$ cat src/rtl/sig_noise_gen.sv
// sig_noise_gen: sine/square/triangle sample source with optional LFSR noise.
// Define SIG_NOISE_GEN_NOISE_EN to build the LFSR and saturating noise adder.
module sig_noise_gen #(
   parameter logic [15:0] AMP  = 16'h3FFF,
   parameter logic [15:0] SEED = 16'hACE1
) (
   input  logic               clk,
   input  logic               rst_n,
   input  logic               enable,
   input  logic [1:0]         sel,
   input  logic [15:0]        phase_inc,
   input  logic [7:0]         sample_div,
   input  logic [3:0]         noise_shift,
   input  logic               overrun_clr,
   input  logic               out_ready,
   output logic               out_valid,
   output logic signed [15:0] noisy_signal,
   output logic               overrun
);

   // Quarter-wave table, entry k = round(AMP*sin(pi/2*k/64)), 16 bits each.
   function automatic logic [1023:0] build_rom();
      logic [1023:0] t;
      real           r;
      t = '0;
      for (int k = 0; k < 64; k++) begin
         r = real'(AMP) * $sin(3.14159265358979323846 / 2.0 * real'(k) / 64.0);
         t[k*16 +: 16] = 16'($rtoi(r + 0.5));
      end
      return t;
   endfunction

   localparam logic [1023:0] ROM = build_rom();

   logic [7:0]  cnt;
   logic [7:0]  div_q;
   logic [7:0]  div_eff;
   logic        strobe;
   logic [15:0] phase;
   logic [5:0]  idx;
   logic [15:0] mag;
   logic [15:0] tri_val;
   logic [15:0] wave;
   logic [15:0] sample;

   // The divisor is captured at the start of each period so a new
   // sample_div only matters once the current period wraps.
   always_comb begin
      div_eff = (cnt == 8'd0) ? sample_div : div_q;
      strobe  = enable && (cnt == div_eff);
   end

   always_ff @(posedge clk or negedge rst_n) begin
      if (!rst_n) begin
         cnt   <= '0;
         div_q <= '0;
      end else begin
         if (cnt == 8'd0)
            div_q <= sample_div;
         if (!enable || strobe)
            cnt <= '0;
         else
            cnt <= cnt + 8'd1;
      end
   end

   always_ff @(posedge clk or negedge rst_n) begin
      if (!rst_n)
         phase <= '0;
      else if (strobe)
         phase <= phase + phase_inc;
   end

   always_comb begin
      idx     = phase[14] ? ~phase[13:8] : phase[13:8];
      mag     = ROM[{idx, 4'b0000} +: 16];
      tri_val = {1'b0, phase[15] ? ~phase[14:0] : phase[14:0]};
      wave    = '0;
      unique case (1'b1)
         sel == 2'd0: wave = phase[15] ? -mag : mag;
         sel == 2'd1: wave = phase[15] ? -AMP : AMP;
         sel == 2'd2: wave = tri_val - 16'h4000;
         default:     wave = '0;
      endcase
   end

`ifdef SIG_NOISE_GEN_NOISE_EN
   logic [15:0]        lfsr;
   logic signed [15:0] noise;
   logic signed [16:0] sum;

   always_ff @(posedge clk or negedge rst_n) begin
      if (!rst_n)
         lfsr <= SEED;
      else if (strobe)
         lfsr <= (lfsr >> 1) ^ (lfsr[0] ? 16'hB400 : 16'h0000);
   end

   // One guard bit lets the sum be clamped instead of wrapping.
   always_comb begin
      noise = '0;
      if (noise_shift != 4'hF)
         noise = $signed(lfsr) >>> noise_shift;
      sum    = {wave[15], wave} + {noise[15], noise};
      sample = sum[15:0];
      if (sum[16] != sum[15])
         sample = sum[16] ? 16'h8000 : 16'h7FFF;
   end
`else
   logic unused_noise;
   assign unused_noise = ^noise_shift;
   assign sample       = wave;
`endif

   always_ff @(posedge clk or negedge rst_n) begin
      if (!rst_n) begin
         out_valid    <= 1'b0;
         noisy_signal <= '0;
      end else if (strobe && (!out_valid || out_ready)) begin
         out_valid    <= 1'b1;
         noisy_signal <= sample;
      end else if (!strobe && out_valid && out_ready) begin
         out_valid    <= 1'b0;
      end
   end

   always_ff @(posedge clk or negedge rst_n) begin
      if (!rst_n)
         overrun <= 1'b0;
      else if (strobe && out_valid && !out_ready)
         overrun <= 1'b1;
      else if (overrun_clr)
         overrun <= 1'b0;
   end

endmodule

$ cat config.mk
export PLATFORM = sky130hd
export DESIGN_NAME = sig_noise_gen
export DESIGN_NICKNAME = d
export VERILOG_FILES = /design/src/rtl/sig_noise_gen.sv
export SDC_FILE = /design/constraint.sdc
export NUM_CORES = 1
export LEC_CHECK = 0
export CORE_ASPECT_RATIO = 0.75
export CORE_MARGIN = 3
export CORE_UTILIZATION = 60
export DETAILED_ROUTE_END_ITERATION = 10
export PLACE_DENSITY = 0.8
export SYNTH_ARGS = -nofsm -noshare
export SYNTH_HDL_FRONTEND = slang
export SYNTH_SLANG_ARGS = --single-unit
$ cat constraint.sdc
create_clock -name clk -period 6 [get_ports clk]
set_clock_uncertainty 0.05 [all_clocks]
set_input_delay 1.2 -clock clk [delete_from_list [all_inputs] [get_ports clk]]
set_output_delay 1.2 -clock clk [all_outputs]
set_load 0.01 [all_outputs]
Yosys cells after proc, flatten, opt, wreduce, memory -nomap -nowiden
Cells that the tools add are included.
{ "word_totals": {"register_bits": 50, "inputBits": 35, "out_inout_bits": 18, "wordCells": 43} }
{ "classes": {"add_sub_neg": 4, "n_eq_ne": 3, "shifts": 1, "n_mux": 11, "n_bitwise": 2, "reduce_logical": 16} }
{ "ops": {"columns": ["op", "count"], "rows": [
  ["1024-bit by 11-bit indexed part select with 16-bit output (first input constant)", 1],
  ["16-bit one-hot mux with 3 select lines", 1],
  ["16-bit two-way mux", 2],
  ["16-bit adder", 1],
  ["8-bit two-way mux", 2],
  ["16-bit negator", 1],
  ["15-bit by 15-bit subtractor with 16-bit output (second input constant)", 1],
  ["15-bit two-way mux", 1],
  ["15-bit inverter", 1],
  ["8-bit by 1-bit adder with 8-bit output (second input constant)", 1],
  ["8-bit equality test", 1],
  ["8-bit logical NOT", 1],
  ["1-bit logical AND", 6],
  ["6-bit two-way mux", 1],
  ["6-bit inverter", 1],
  ["1-bit logical NOT", 4],
  ["1-bit two-way mux", 4],
  ["2-bit nonzero test", 2],
  ["2-bit by 1-bit equality test with 1-bit output (second input constant)", 1],
  ["2-bit equality test (second input constant)", 1],
  ["2-bit logical NOT", 1],
  ["1-bit logical OR", 2]
]} }

Logic depth before layout (Yosys ltp)
{ "depth": {"ltp_word": 9, "ltp_mapped": 20, "mapped_depth_nobuf": 13} }

Worst setup path after synthesis
Ideal clock, no wire load.
{ "synth_timing": {"kind": "flip-flop to flip-flop", "startpoint": "register phase[14]", "endpoint": "register noisy_signal[14]", "setup_ns": 0.123, "arrival_ns": 4.140, "t_required_ns": 5.827, "setup_slack_ns": 1.687, "stages_incl_launch_ff": 19, "path_buffers": 7, "period_less_slack_ns": 4.313, "cell_sequence": "dfrtp_1 > buf_6 > buf_6 > buf_6 > buf_6 > clkbuf_1 > clkbuf_1 > xor2_1 > ha_1 > clkbuf_1 > a21oi_1 > a2111oi_2 > a32o_2 > ha_1 > nand3_1 > nand4bb_4 > or4_1 > a21oi_1 > o21ai_1"} }
{ "synth_via": {"elab_chain_len": 5, "word_cells_on_any_way": 8, "classes_between": "add/sub: 2; shift: 1; mux: 4; bitwise: 1"} }
{ "synth_lines": {"columns": ["element", "line_no", "source"], "rows": [
  ["from (decl)", "39", "logic [15:0] phase;"],
  ["from (signal assigned)", "71", "phase <= phase + phase_inc;"],
  ["6-bit two-way mux", "75", "idx = phase[14] ? ~phase[13:8] : phase[13:8];"],
  ["1024-bit by 11-bit indexed part select with 16-bit output", "76", "mag = ROM[{idx, 4'b0000} +: 16];"],
  ["16-bit negator", "80", "sel == 2'd0: wave = phase[15] ? -mag : mag;"],
  ["16-bit two-way mux", "80", null],
  ["16-bit one-hot mux with 3 select lines *", "79", "unique case (1'b1)"],
  ["to (signal assigned)", "121", "noisy_signal <= sample;"],
  ["to (decl)", "17", "output logic signed [15:0] noisy_signal,"]
]} }
Every way passes the cells marked *; elsewhere a longest branch is shown, timed or not.
A chain may end at the register's enable or synchronous reset.

Worst setup path in the final report
{ "layout_timing": {"startpoint": "input phase_inc[0]", "endpoint": "register phase[14]"} }
{ "layout_via": {"elab_chain_len": 1} }
{ "layout_lines": {"columns": ["element", "line_no", "source"], "rows": [
  ["from (decl)", "11", "input logic [15:0] phase_inc,"],
  ["16-bit adder", "71", null]
]} }
No other way between the ends.

==> key figures <==
Clock tree
  – Count of hold-fix buffers inserted at cts: 0
  – Clock Sink Count: 50
  – Resized cells post-CTS: 0
  – Worst skew pair latency: 0.30 ns
  – Clock-pin slew of the registers on the worst-case setup and hold paths: 0.07 ns
  – Count of H-tree levels built during CTS: 2
  – Maximum clock insertion buffer count: 2
  – Cell chosen for the clock root: clkbuf_16
  – Setup Fix Bufs, Post-CTS: 0
  – Number of clock buffers inserted by TritonCTS: 5
  – TritonCTS clock tree: yes

Min path
  – Hold wc startpoint: noisy_signal[7]$_DFFE_PN0P_
  – Min-Delay Path Class: reg2reg
  – Number of stages on the worst hold path: 2
  – Hold endpoint: noisy_signal[7]$_DFFE_PN0P_

Timing
  – Part of the cycle the worst path needs: 76.68%
  – Unrepaired setup endpoints after global routing: false
  – Setup violators final: 0
  – Number of hold violations in the final report: 0
  – Worst-case headroom to the max-slew limit: 22.17%
  – Minimum period implied by the final worst setup slack: 4.601 ns
  – Highest clock frequency the design can meet: 217.4 MHz
  – Actual transition at the worst max-transition pin: 1.168 ns
  – Number of max-slew violations in the final report: 0
  – Post-route setup TNS: 0 ns

Setup path
  – Critical Path Sink Type: flop
  – Critical path buffers and inverters: 2
  – Sort of element at the start of the critical path: input port
  – Reg-to-reg endpoint: noisy_signal[14]$_DFFE_PN0P_
  – Arr. time, crit path: 4.73 ns
  – Cell with the largest stage delay on the worst path: o41ai_1
  – Reg2reg path depth: 10
  – Launch point of the worst reg-to-reg path: phase[14]$_DFFE_PN0P_
  – Required time of the critical path: 6.13 ns
  – Largest driver fanout on the critical path: 3
  – Worst-case register-to-register setup slack: 1.64 ns
  – Worst path top cell family by delay: compound AO/OA/AOI/OAI gates
  – Setup Crit Path Kind: in2reg
  – Most common cell on crit path: o21ai_0
  – Worst path cell trace: clkdlybuf4s50_1 -> ha_1 -> inv_1 -> fa_1 -> nor2b_1 -> o21ai_0 -> a21boi_0 -> o41ai_1 -> o21ai_0 -> o41ai_1 -> o21ai_0 -> xor2_1 -> mux2_2
  – CP max stage delay: 0.58 ns

Routing
  – Routed len/inst: 21.41 um
  – Number of iterations in the first detailed-routing pass: 6
  – Starting DRC count in detailed routing: 1115
  – Total number of vias: 6705
  – Total Routed Length: 20.19 mm
  – DRC errors left: 0
  – Routed Antenna Nets: 0
  – Vias per Instance: 7.110

Synth
  – Cell area after synthesis: 6447 um^2
  – Flops & latches, synth: 50
  – EDFF count, synth: 0
  – Fraction of synthesized cell area taken by the top area cell type: 19.41%
  – Post-synthesis cell type count: 100
  – Proportion of synthesized chip area in sequential cells: 19.41%
  – Synthesized netlist cell count: 814
  – Synthesized netlist net count: 876
  – Biggest area consumer among synthesized cells: dfrtp_1
  – Top cells by area in the synthesized netlist: dfrtp_1 19%, o21ai_0 5.1%, ha_1 5.0%
  – Count of yosys warnings during synthesis: 0
  – Flip-flop cell with the highest count after synthesis: dfrtp_1
  – Average cell area after synthesis: 7.921 um^2
  – Fraction of registers with async set or reset after synthesis: 100.0%

Placed design
  – RePlAce Congestion: 1.065
  – Number of buffers inserted by port buffering: 48
  – Total half-perimeter wirelength after legalization and detailed placement: 14.70 mm
  – Placed insts: 935
  – Area post-placement: 6725 um^2

Global routing
  – Maximum number of pins on one net before global-route repair: 62
  – GR Overflow Total: 0
  – Total GRT Usage: 33.07%
  – Number of antenna violations at the first check in global routing: 0
  – Number of global-route vias before repair: 6052
  – Global-route wire length before repair: 32.55 mm

Cells and area
  – Antenna diodes: 0
  – Layout-stage area growth over the synthesis result: 6.695%
  – Cell area after layout: 6879 um^2
  – Net count reported at finish: 868
  – Filler-free cell count of the finished design: 943
  – Share of post-route cells with drive strength above 1: 8.550%

Floorplan
  – Die footprint: 12040 um^2
  – Die Wd: 125.7 um
  – Die height: 95.78 um
  – Core Area: 10370 um^2
  – Core Rows: 32
  – Effective utilization at floorplan: 62.17%
  – Num ports: 53

Flow run
  – Count of maximum capacitance violations: 0

Pwr
  – Maximum resistive drop on vdd: 0.0003208 V
  – Static leakage: 2.745 nW
  – Power consumption: 0.003401 W
  – Power Density: 494.4 nW/um^2

Status
  – Run status: finished, final reports clean
==> worst min-delay path, stage by stage (launching register included) <==
cell,delay (ns)
dfrtp_1,0.34
nand2_1,0.05
o21ai_1,0.06
==> kinds of logic after synthesis <==
logic type	count (synthesis)	synth area share [%]
AOI/OAI and AO/OA	281	30.16
xor gates and xnor gates	38	5.279
adders and majority gates	27	5.356
buffers and inverters	101	8.616
DFF	50	19.41
muxes	28	4.619
and+or+nand+nor	289	26.57
==> Yosys cell counts (20+ instances only) <==
master,instances
nor2_1,29
dfrtp_1,50
a21oi_1,52
o21ai_0,66
inv_1,24
nand3_1,22
xnor2_1,20
nor3_1,21
nand2_1,62
ha_1,26
clkbuf_1,27
nor2b_1,25
nand2b_1,24
==> cells in the final DEF, fill, tap and decap left out, drive strengths merged, types with 10 or more instances in the layout <==
| cell type | synthesis | routed |
|---|---|---|
| nand4 | 11 | 11 |
| nand3 | 22 | 22 |
| buf | 46 | 12 |
| nor4 | 10 | 10 |
| nor2b | 25 | 25 |
| o211ai | 11 | 11 |
| xor2 | 17 | 17 |
| mux2i | 14 | 14 |
| ha | 26 | 26 |
| clkdlybuf4s50 | 0 | 47 |
| o22ai | 14 | 14 |
| mux2 | 14 | 14 |
| and3 | 10 | 10 |
| o21ai | 79 | 79 |
| xnor2 | 21 | 21 |
| nand2 | 63 | 63 |
| nor3b | 11 | 11 |
| nor3 | 21 | 21 |
| dfrtp | 50 | 50 |
| a21oi | 53 | 53 |
| inv | 27 | 28 |
| nand2b | 25 | 25 |
| and2 | 15 | 15 |
| nor2 | 30 | 30 |
==> stage by stage <==
stage	worst slack (ns)	hold WS, ns	util, %
detailed placement	1.289	0.4309	64.85
global placement	1.633	0.4209	64.85
finish	1.399	0.4335	66.34
global route	1.255	0.4612	66.34
CTS	1.578	0.4416	66.34
floorplan	1.687	0.4323	-
==> worst max path at each step <==
stage	startpoint	to	slack [ns]	depth (start not counted)
after floorplan	phase[14]$_DFFE_PN0P_	noisy_signal[14]$_DFFE_PN0P_	1.69	18
after global placement	phase_inc[0]	phase[14]$_DFFE_PN0P_	1.63	13
after detailed placement	phase_inc[0]	phase[14]$_DFFE_PN0P_	1.29	13
after CTS	phase_inc[0]	phase[14]$_DFFE_PN0P_	1.58	13
after global routing	phase_inc[0]	phase[14]$_DFFE_PN0P_	1.25	13
final	phase_inc[0]	phase[14]$_DFFE_PN0P_	1.40	13
==> layout make-up <==
class / count / area, um^2
clock buffers: 5 / 125.1
clock inverters: 3 / 28.78
fillers: 897 / 3491
inverters: 27 / 101.3
multi-input cells: 663 / 4641
flip-flops and latches: 50 / 1255
well taps: 136 / 170.2
repair buffers: 59 / 558.0
==> flip-flops by register name, indices dropped and copies added, names as in the netlist <==
| register | cells |
|---|---|
| overrun | 1 |
| div_q | 8 |
| cnt | 8 |
| out_valid | 1 |
| phase | 16 |
| noisy_signal | 16 |
==> routing by layer <==
metal | global-route usage, % | wire [um] | up-vias
li1 | - | - | 3054
met1 | 48.67 | 8901 | 3186
met2 | 50.36 | 8672 | 423
met3 | 7.488 | 2328 | 42
met4 | 5.505 | 289 | 0
met5 | 0 | 0 | -
==> report_power, final <==
| group | internal, W | switching (W) |
|---|---|---|
| logic | 0.000965 | 0.00155 |
| registers | 0.000402 | 0.000183 |
| clock network | 0.000159 | 0.000137 |
Power figures use the tool's default switching activity.
